<file path="src/rtl/vespa_prio_pkg.sv">
// vespa_prio_pkg
//   Shared types and constants for the priority-latch resolver.
//   - state_t      : resolver FSM states
//   - WIN_*        : result codes presented on res_win
//   - STUCK_MARGIN : extra clear cycles granted beyond CLR_CYC + SYNC_STAGES
//                    before a still-high flag is declared stuck
package vespa_prio_pkg;

  typedef enum logic [2:0] {
    IDLE    = 3'd0,
    ARM     = 3'd1,
    WAIT    = 3'd2,
    SETTLE  = 3'd3,
    PRESENT = 3'd4,
    CLEAR   = 3'd5
  } state_t;

  localparam logic [1:0] WIN_NONE = 2'b00;
  localparam logic [1:0] WIN_CH0  = 2'b01;
  localparam logic [1:0] WIN_CH1  = 2'b10;
  localparam logic [1:0] WIN_TIE  = 2'b11;

  localparam int unsigned STUCK_MARGIN = 4;

endpackage

</file>
<file path="src/rtl/vespa_prio_sync.sv">
// vespa_prio_sync
//   Single-bit flip-flop synchroniser, SYNC_STAGES deep (2..4).
//   Ports:
//     i_clk : clock
//     i_rst : synchronous active-high reset, clears every stage
//     i_d   : asynchronous input
//     o_q   : synchronised output (last stage)
module vespa_prio_sync #(
  parameter int unsigned SYNC_STAGES = 2
) (
  input  logic i_clk,
  input  logic i_rst,
  input  logic i_d,
  output logic o_q
);

  logic [SYNC_STAGES-1:0] r_sh;

  always_ff @(posedge i_clk) begin
    if (i_rst) begin
      r_sh <= '0;
    end else begin
      r_sh <= {r_sh[SYNC_STAGES-2:0], i_d};
    end
  end

  assign o_q = r_sh[SYNC_STAGES-1];

endmodule

</file>
<file path="src/rtl/vespa_prio_resolver.sv">
// vespa_prio_resolver
//   Consumer stage for the two-channel stepdown priority latch pair. Arms the
//   latches, synchronises their flags, resolves winner / tie / timeout, hands
//   the result over a valid/ready handshake, then clears and re-arms.
//   Ports:
//     clk, rst    : clock, synchronous active-high reset
//     en          : allows the FSM to leave IDLE; low aborts WAIT/SETTLE
//     flag0/flag1 : asynchronous latched flags from the upstream pair
//     state_arm   : upstream Tstate drive (1 = armed, 0 = cleared)
//     res_valid/res_ready/res_win : result handshake and code
//     busy        : high whenever the FSM is not in IDLE
//     stuck_err   : sticky, a flag failed to clear in time
//   Optional (macro VESPA_PRIO_STATS_EN):
//     stats_clr   : one-cycle pulse zeroing the counters
//     win0_cnt, win1_cnt, tie_cnt, tmo_cnt : saturating 16-bit result counts
module vespa_prio_resolver
  import vespa_prio_pkg::*;
#(
  parameter int unsigned SYNC_STAGES = 2,
  parameter int unsigned SETTLE_CYC  = 3,
  parameter int unsigned CLR_CYC     = 2,
  parameter int unsigned TIMEOUT_CYC = 255
) (
  input  logic        clk,
  input  logic        rst,
  input  logic        en,
  input  logic        flag0,
  input  logic        flag1,
  output logic        state_arm,
  output logic        res_valid,
  input  logic        res_ready,
  output logic [1:0]  res_win,
  output logic        busy,
  output logic        stuck_err
`ifdef VESPA_PRIO_STATS_EN
  ,
  input  logic        stats_clr,
  output logic [15:0] win0_cnt,
  output logic [15:0] win1_cnt,
  output logic [15:0] tie_cnt,
  output logic [15:0] tmo_cnt
`endif
);

  localparam logic [15:0] TMO_LOAD  = 16'(TIMEOUT_CYC);
  localparam logic [3:0]  SET_LOAD  = 4'(SETTLE_CYC);
  localparam logic [7:0]  CLR_MIN   = 8'(CLR_CYC - 1);
  localparam logic [7:0]  STUCK_LIM = 8'(CLR_CYC + SYNC_STAGES + STUCK_MARGIN - 1);

  logic        w_s0;
  logic        w_s1;
  logic [1:0]  w_flags;
  logic [1:0]  w_acc_or;

  state_t      r_state;
  state_t      w_next;
  logic [15:0] r_tmo_cnt;
  logic [15:0] w_tmo_nxt;
  logic [3:0]  r_set_cnt;
  logic [3:0]  w_set_nxt;
  logic [7:0]  r_clr_cnt;
  logic [7:0]  w_clr_nxt;
  logic [1:0]  r_first;
  logic [1:0]  w_first_nxt;
  logic [1:0]  r_acc;
  logic [1:0]  w_acc_nxt;
  logic [1:0]  r_win;
  logic [1:0]  w_win_nxt;
  logic        r_stuck;
  logic        w_stuck_nxt;
  logic        r_arm;
  logic        r_valid;
  logic        r_busy;

  vespa_prio_sync #(.SYNC_STAGES(SYNC_STAGES)) u_sync0 (
    .i_clk (clk),
    .i_rst (rst),
    .i_d   (flag0),
    .o_q   (w_s0)
  );

  vespa_prio_sync #(.SYNC_STAGES(SYNC_STAGES)) u_sync1 (
    .i_clk (clk),
    .i_rst (rst),
    .i_d   (flag1),
    .o_q   (w_s1)
  );

  assign w_flags  = {w_s1, w_s0};
  // Include the current cycle so the final SETTLE cycle still counts as
  // part of the tie window.
  assign w_acc_or = r_acc | w_flags;

  always_comb begin
    w_next      = r_state;
    w_tmo_nxt   = r_tmo_cnt;
    w_set_nxt   = r_set_cnt;
    w_clr_nxt   = r_clr_cnt;
    w_first_nxt = r_first;
    w_acc_nxt   = r_acc;
    w_win_nxt   = r_win;
    w_stuck_nxt = r_stuck;

    case (r_state)
      IDLE: begin
        // Also holds here after a stuck error until both flags read low.
        if (en && (w_flags == 2'b00)) begin
          w_next = ARM;
        end
      end

      ARM: begin
        w_tmo_nxt = TMO_LOAD;
        w_next    = WAIT;
      end

      WAIT: begin
        // A loaded value of 0 never decrements, which disables the timeout.
        if (r_tmo_cnt != '0) begin
          w_tmo_nxt = r_tmo_cnt - 16'd1;
        end
        if (!en) begin
          w_clr_nxt = '0;
          w_next    = CLEAR;
        end else if (w_flags != 2'b00) begin
          w_first_nxt = w_flags;
          w_acc_nxt   = w_flags;
          w_set_nxt   = SET_LOAD;
          w_next      = SETTLE;
        end else if (r_tmo_cnt == 16'd1) begin
          w_win_nxt = WIN_NONE;
          w_next    = PRESENT;
        end
      end

      SETTLE: begin
        w_acc_nxt = w_acc_or;
        if (!en) begin
          w_clr_nxt = '0;
          w_next    = CLEAR;
        end else if (r_set_cnt == '0) begin
          w_win_nxt = (w_acc_or == 2'b11) ? WIN_TIE : r_first;
          w_next    = PRESENT;
        end else begin
          w_set_nxt = r_set_cnt - 4'd1;
        end
      end

      PRESENT: begin
        if (res_ready) begin
          w_clr_nxt = '0;
          w_next    = CLEAR;
        end
      end

      CLEAR: begin
        if (r_clr_cnt != 8'hFF) begin
          w_clr_nxt = r_clr_cnt + 8'd1;
        end
        if ((w_flags == 2'b00) && (r_clr_cnt >= CLR_MIN)) begin
          w_next = en ? ARM : IDLE;
        end else if ((w_flags != 2'b00) && (r_clr_cnt >= STUCK_LIM)) begin
          w_stuck_nxt = 1'b1;
          w_next      = IDLE;
        end
      end

      default: begin
        w_next = IDLE;
      end
    endcase
  end

  // Outputs are registered from the next state so state_arm, which drives
  // the asynchronous upstream latches, is glitch-free.
  always_ff @(posedge clk) begin
    if (rst) begin
      r_state   <= IDLE;
      r_tmo_cnt <= '0;
      r_set_cnt <= '0;
      r_clr_cnt <= '0;
      r_first   <= '0;
      r_acc     <= '0;
      r_win     <= WIN_NONE;
      r_stuck   <= 1'b0;
      r_arm     <= 1'b0;
      r_valid   <= 1'b0;
      r_busy    <= 1'b0;
    end else begin
      r_state   <= w_next;
      r_tmo_cnt <= w_tmo_nxt;
      r_set_cnt <= w_set_nxt;
      r_clr_cnt <= w_clr_nxt;
      r_first   <= w_first_nxt;
      r_acc     <= w_acc_nxt;
      r_win     <= w_win_nxt;
      r_stuck   <= w_stuck_nxt;
      r_arm     <= (w_next == ARM) || (w_next == WAIT) ||
                   (w_next == SETTLE) || (w_next == PRESENT);
      r_valid   <= (w_next == PRESENT);
      r_busy    <= (w_next != IDLE);
    end
  end

  assign state_arm = r_arm;
  assign res_valid = r_valid;
  assign res_win   = r_win;
  assign busy      = r_busy;
  assign stuck_err = r_stuck;

`ifdef VESPA_PRIO_STATS_EN
  logic        w_accept;
  logic [15:0] r_cnt [4];

  assign w_accept = r_valid && res_ready;

  // Counter index equals the result code: 0 timeout, 1 ch0, 2 ch1, 3 tie.
  always_ff @(posedge clk) begin
    if (rst || stats_clr) begin
      for (int unsigned i = 0; i < 4; i++) begin
        r_cnt[i] <= '0;
      end
    end else if (w_accept && (r_cnt[r_win] != 16'hFFFF)) begin
      r_cnt[r_win] <= r_cnt[r_win] + 16'd1;
    end
  end

  assign tmo_cnt  = r_cnt[0];
  assign win0_cnt = r_cnt[1];
  assign win1_cnt = r_cnt[2];
  assign tie_cnt  = r_cnt[3];
`endif

endmodule

</file>
<file path="config.mk">
export PLATFORM = sky130hd
export DESIGN_NAME = vespa_prio_resolver
export DESIGN_NICKNAME = d
export VERILOG_FILES = /design/src/rtl/vespa_prio_pkg.sv /design/src/rtl/vespa_prio_sync.sv /design/src/rtl/vespa_prio_resolver.sv
export SDC_FILE = /design/constraint.sdc
export NUM_CORES = 1
export LEC_CHECK = 0
export CAP_MARGIN = 20
export CORE_UTILIZATION = 30
export CTS_BUF_LIST = sky130_fd_sc_hd__clkbuf_8
export CTS_CLUSTER_SIZE = 8
export DETAILED_ROUTE_END_ITERATION = 6
export HOLD_SLACK_MARGIN = 0.05
export PLACE_DENSITY_LB_ADDON = 0.08
export SLEW_MARGIN = 20
export SYNTH_ARGS = -nofsm -noshare
export SYNTH_HDL_FRONTEND = slang
export SYNTH_HIERARCHICAL = 1
export SYNTH_SLANG_ARGS = --single-unit
</file>
<file path="constraint.sdc">
create_clock -name clk -period 5.8 [get_ports clk]
set_clock_uncertainty 0.15 [all_clocks]
set_input_delay 0.58 -clock clk [delete_from_list [all_inputs] [get_ports clk]]
set_output_delay 0.58 -clock clk [all_outputs]
set_load 0.02 [all_outputs]
</file>
==> metrics.md <==
| Metric | Value |
|---|---|
| # DRC | `0` |
| RePlAce Congestion | `slightly above 0.7` |
| Relative slew slack | `30.3%` |
| Global-route usage over all layers | `13.2%` |
| Status | `finished, final reports clean` |
| Final worst path period need | `between 2000 and 3000 ps` |
| Clk buf depth | `2` |
| Crit path buffers/inverters | `0` |
| Util after Layout | `approximately 36%` |
| Final period util | `between 40% and 50%` |
| Worst EP required | `roughly 5800 ps` |
| Synth Area in Compound Gates | `17.6%` |
| Synth Area in XOR/XNOR | `around 7.8%` |
| Die Span X | `~91 microns` |
| FFs w/ async S/R, synth | `0%` |
| # clock sinks | `45` |
| Core area | `7410 sq um` |
| Setup slack after layout | `~3200 ps` |
| Fmax achieved | `379 MHz` |
| Worst slack, placed | `approximately 3200 ps` |
| Largest family of logic cells by synthesized area | `simple AND/OR/NAND/NOR gates` |
| Number of flops mapped to enable cells by yosys | `0` |
| Worst vdd ir | `roughly 0.12 mV` |
| Post_cts resized | `0` |
| Cells after synthesis | `263` |
| Slowest cell delay on critical path | `~690 ps` |
| Worst Reg-to-Reg Cells | `5` |
| Worst-skew pair later-pin latency | `between 200 and 300 ps` |
| CTS Buf Count | `5` |
| Vias/cell | `4.96` |
| Reg area | `~900 sq um` |
| Slew @ Worst Pin | `about 1000 ps` |
| Final hold slack | `~290 ps` |
| Fin. max-slew vios | `0` |
| Critical setup path kind | `reg -> reg` |
| Synth area leader | `dfxtp_1` |
| Vias | `~1.8k` |
| H-tree Lvls | `2` |
| Routed wire length | `about 5000 microns` |
| Hold Vio Cnt, Final | `0` |
| Largest net degree at the start of global routing | `28` |
| R2R Path Start | `r_state[0]` |
| Critical path arrival | `2680 ps` |
| Final setup fails | `0` |
| DIE AREA | `around 8000 sq um` |
| Crit path max fanout | `18` |
| Tightest Hold Check Type | `reg -> reg` |
| Post-Synth Simple-Gate Area | `28.5%` |
| Pwr/cell area | `about 500 nW/um^2` |
| Setup Buffers After CTS | `0` |
| Most common library cells after synthesis | `dfxtp_1, nor2_1, nand2_1` |
| Area growth syn-to-layout | `12.6%` |
| Multi-input gate area | `around 1400 sq um` |
| Leak pwr | `between 0.0009 and 0.001 uW` |
| Final ANT Viol Nets | `0` |
| Wirelength per Cell | `13.5 microns` |
| Clock-pin slew on the worst setup and hold paths | `80 ps` |
| Root buffer cell | `clkbuf_8` |
| R2R setup slack | `roughly 3200 ps` |
| Antenna violations before repair | `0` |
| Syn_nets | `around 280` |
| # port buffers | `11` |
| Post-synthesis adder-cell area fraction | `3.72%` |
| Initial DRC Count | `~110` |
| Cell Rows | `31` |
| RSZ-0062 raised after global routing | `false` |
| CP max stage cell | `dfxtp_1` |
| Filler cell count | `a little under 800` |
| Syn Area/Cell | `8.96 sq um` |
| Max Cap Violations | `0` |
| Cell depth of the worst setup path | `5` |
| R2R Path End | `r_tmo_cnt[15]` |
| Top cells by area, synth | `dfxtp_1, xor2_1, nor2_1` |
| Mux cell area share after synthesis | `0.425%` |
| Hold path depth | `1` |
| Post-DP HPWL | `roughly 3600 microns` |
| # diodes | `0` |
| Synth cell types | `54` |
| Worst setup path startpoint | `r_state[0]` |
| Tot Pwr | `~1300 uW` |
| First-pass GRT wire length | `between 8000 and 9000 microns` |
| Most used DFF post-synth | `dfxtp_1` |
| Number of global-route vias before repair | `1766` |
| Seq/Total Area, Yosys | `roughly two fifths` |
| Pre-antenna DRT Iters | `4` |
| Synth warn | `6` |
| Remaining global-route overflow | `0` |
| Initial Util | `31.8%` |
| Total negative slack | `0 ps` |
| CTS tree | `yes` |
| Worst-path cell chain | `nor2b_1 -> nor2b_1 -> o2111ai_2 -> o31a_1 -> o21ba_1` |
| Crit end category | `flop` |
| CP endpoint | `r_tmo_cnt[15]` |
| # hold bufs at CTS | `0` |
| Share of layout cells above drive strength 1 | `roughly 8.4%` |
| Ports | `12` |
| Mapped Area | `~2400 sq um` |
| FF+latch count, synth | `45` |
| Crit path top cell by count | `nor2b_1` |
| Die extent in y | `90.6 microns` |
| Startpoint types | `flop` |
| Count leader, synth | `dfxtp_1` |
| Nets | `~290` |
| Area share of the largest cell type after synthesis | `between 30% and 40%` |
| CP top delay family | `simple AND/OR/NAND/NOR gates` |
-- cell type report --
type | count | share of cell area, %
timing repair buffer | 12 | 4.43
tap | 99 | 4.67
sequential | 45 | 34.0
inverter | 11 | 1.56
multi-input combinational | 197 | 51.6
clock buffer | 7 | 3.63
clock inverter | 1 | 0.189
-- power breakdown --
part	switching [uW]	total (uW)	leakage (uW)	internal, uW
registers	115	497	0.000366	382
logic	347	610	0.000508	264
clock network	105	213	0.0000542	108
-- how the worst min path moves through the flow --
stage                     slack [ps]               to            start
after CTS                        290  u_sync0/r_sh[1]  u_sync0/r_sh[0]
after detailed placement         270  u_sync0/r_sh[1]  u_sync0/r_sh[0]
after global placement           270  u_sync0/r_sh[1]  u_sync0/r_sh[0]
after floorplan                  260  u_sync0/r_sh[1]  u_sync0/r_sh[0]
final                            290  u_sync0/r_sh[1]  u_sync0/r_sh[0]
after global routing             320  u_sync0/r_sh[1]  u_sync0/r_sh[0]
-- per-layer routing --
metal	up-vias	wire length (microns)	global-route usage, %
met4	0	51	3.23
met2	15	2140	19.9
met5	-	0	0
met1	856	2720	18.6
met3	4	110	3.28
li1	970	-	-
-- per-stage QoR --
stage               area, sq um  std cells
floorplan                  2360        263
global placement           2550        364
detailed placement         2550        364
CTS                        2650        372
global route               2650        372
finish                     2650        372
-- kinds of logic (layout without fill, tap and decap cells) --
logic type / count (synthesis) / in the layout
compound gates: 56 / 56
xor+xnor: 21 / 21
fa+ha+maj: 7 / 7
buf+inv: 21 / 31
flops: 45 / 45
mux: 1 / 1
simple gates: 112 / 112
-- sequential cells by signal, summed over array words and instances (netlist names) --
| register | cells |
|---|---|
| r_first | 2 |
| res_valid | 1 |
| r_tmo_cnt | 16 |
| r_acc | 2 |
| state_arm | 1 |
| busy | 1 |
| res_win | 2 |
| r_state | 3 |
| r_clr_cnt | 8 |
| u_sync1/r_sh | 2 |
| r_set_cnt | 4 |
| u_sync0/r_sh | 2 |
| stuck_err | 1 |
-- cells in the final DEF (no fill, tap or decap), types with 2 or more instances in the layout --
cell type | synthesis | layout
o2111ai_1 | 2 | 2
nor4_1 | 6 | 6
nand2b_1 | 3 | 3
nand3_1 | 4 | 4
nand3b_1 | 3 | 3
dfxtp_1 | 45 | 45
o31a_1 | 2 | 2
nor3_1 | 13 | 13
or4_1 | 2 | 2
a21oi_1 | 12 | 12
o21ai_0 | 9 | 9
and2_1 | 3 | 3
xor2_1 | 13 | 13
xnor2_1 | 8 | 8
nor4_4 | 3 | 3
ha_1 | 7 | 7
clkdlybuf4s50_1 | 0 | 11
clkbuf_8 | 0 | 7
nand2_1 | 15 | 15
nor3b_1 | 8 | 8
a311oi_1 | 2 | 2
nor2_1 | 26 | 26
o41ai_1 | 2 | 2
o211ai_1 | 7 | 7
nor2b_1 | 8 | 8
a211oi_1 | 8 | 8
nand4_1 | 6 | 6
inv_1 | 11 | 11
-- worst register-to-register path, delay by kind of cell, from the launching register on --
kind,cells,cell delay [ps]
compound gates,3,710
flops,1,690
simple gates,2,980
No activity file was read; power rests on OpenSTA's default activity.
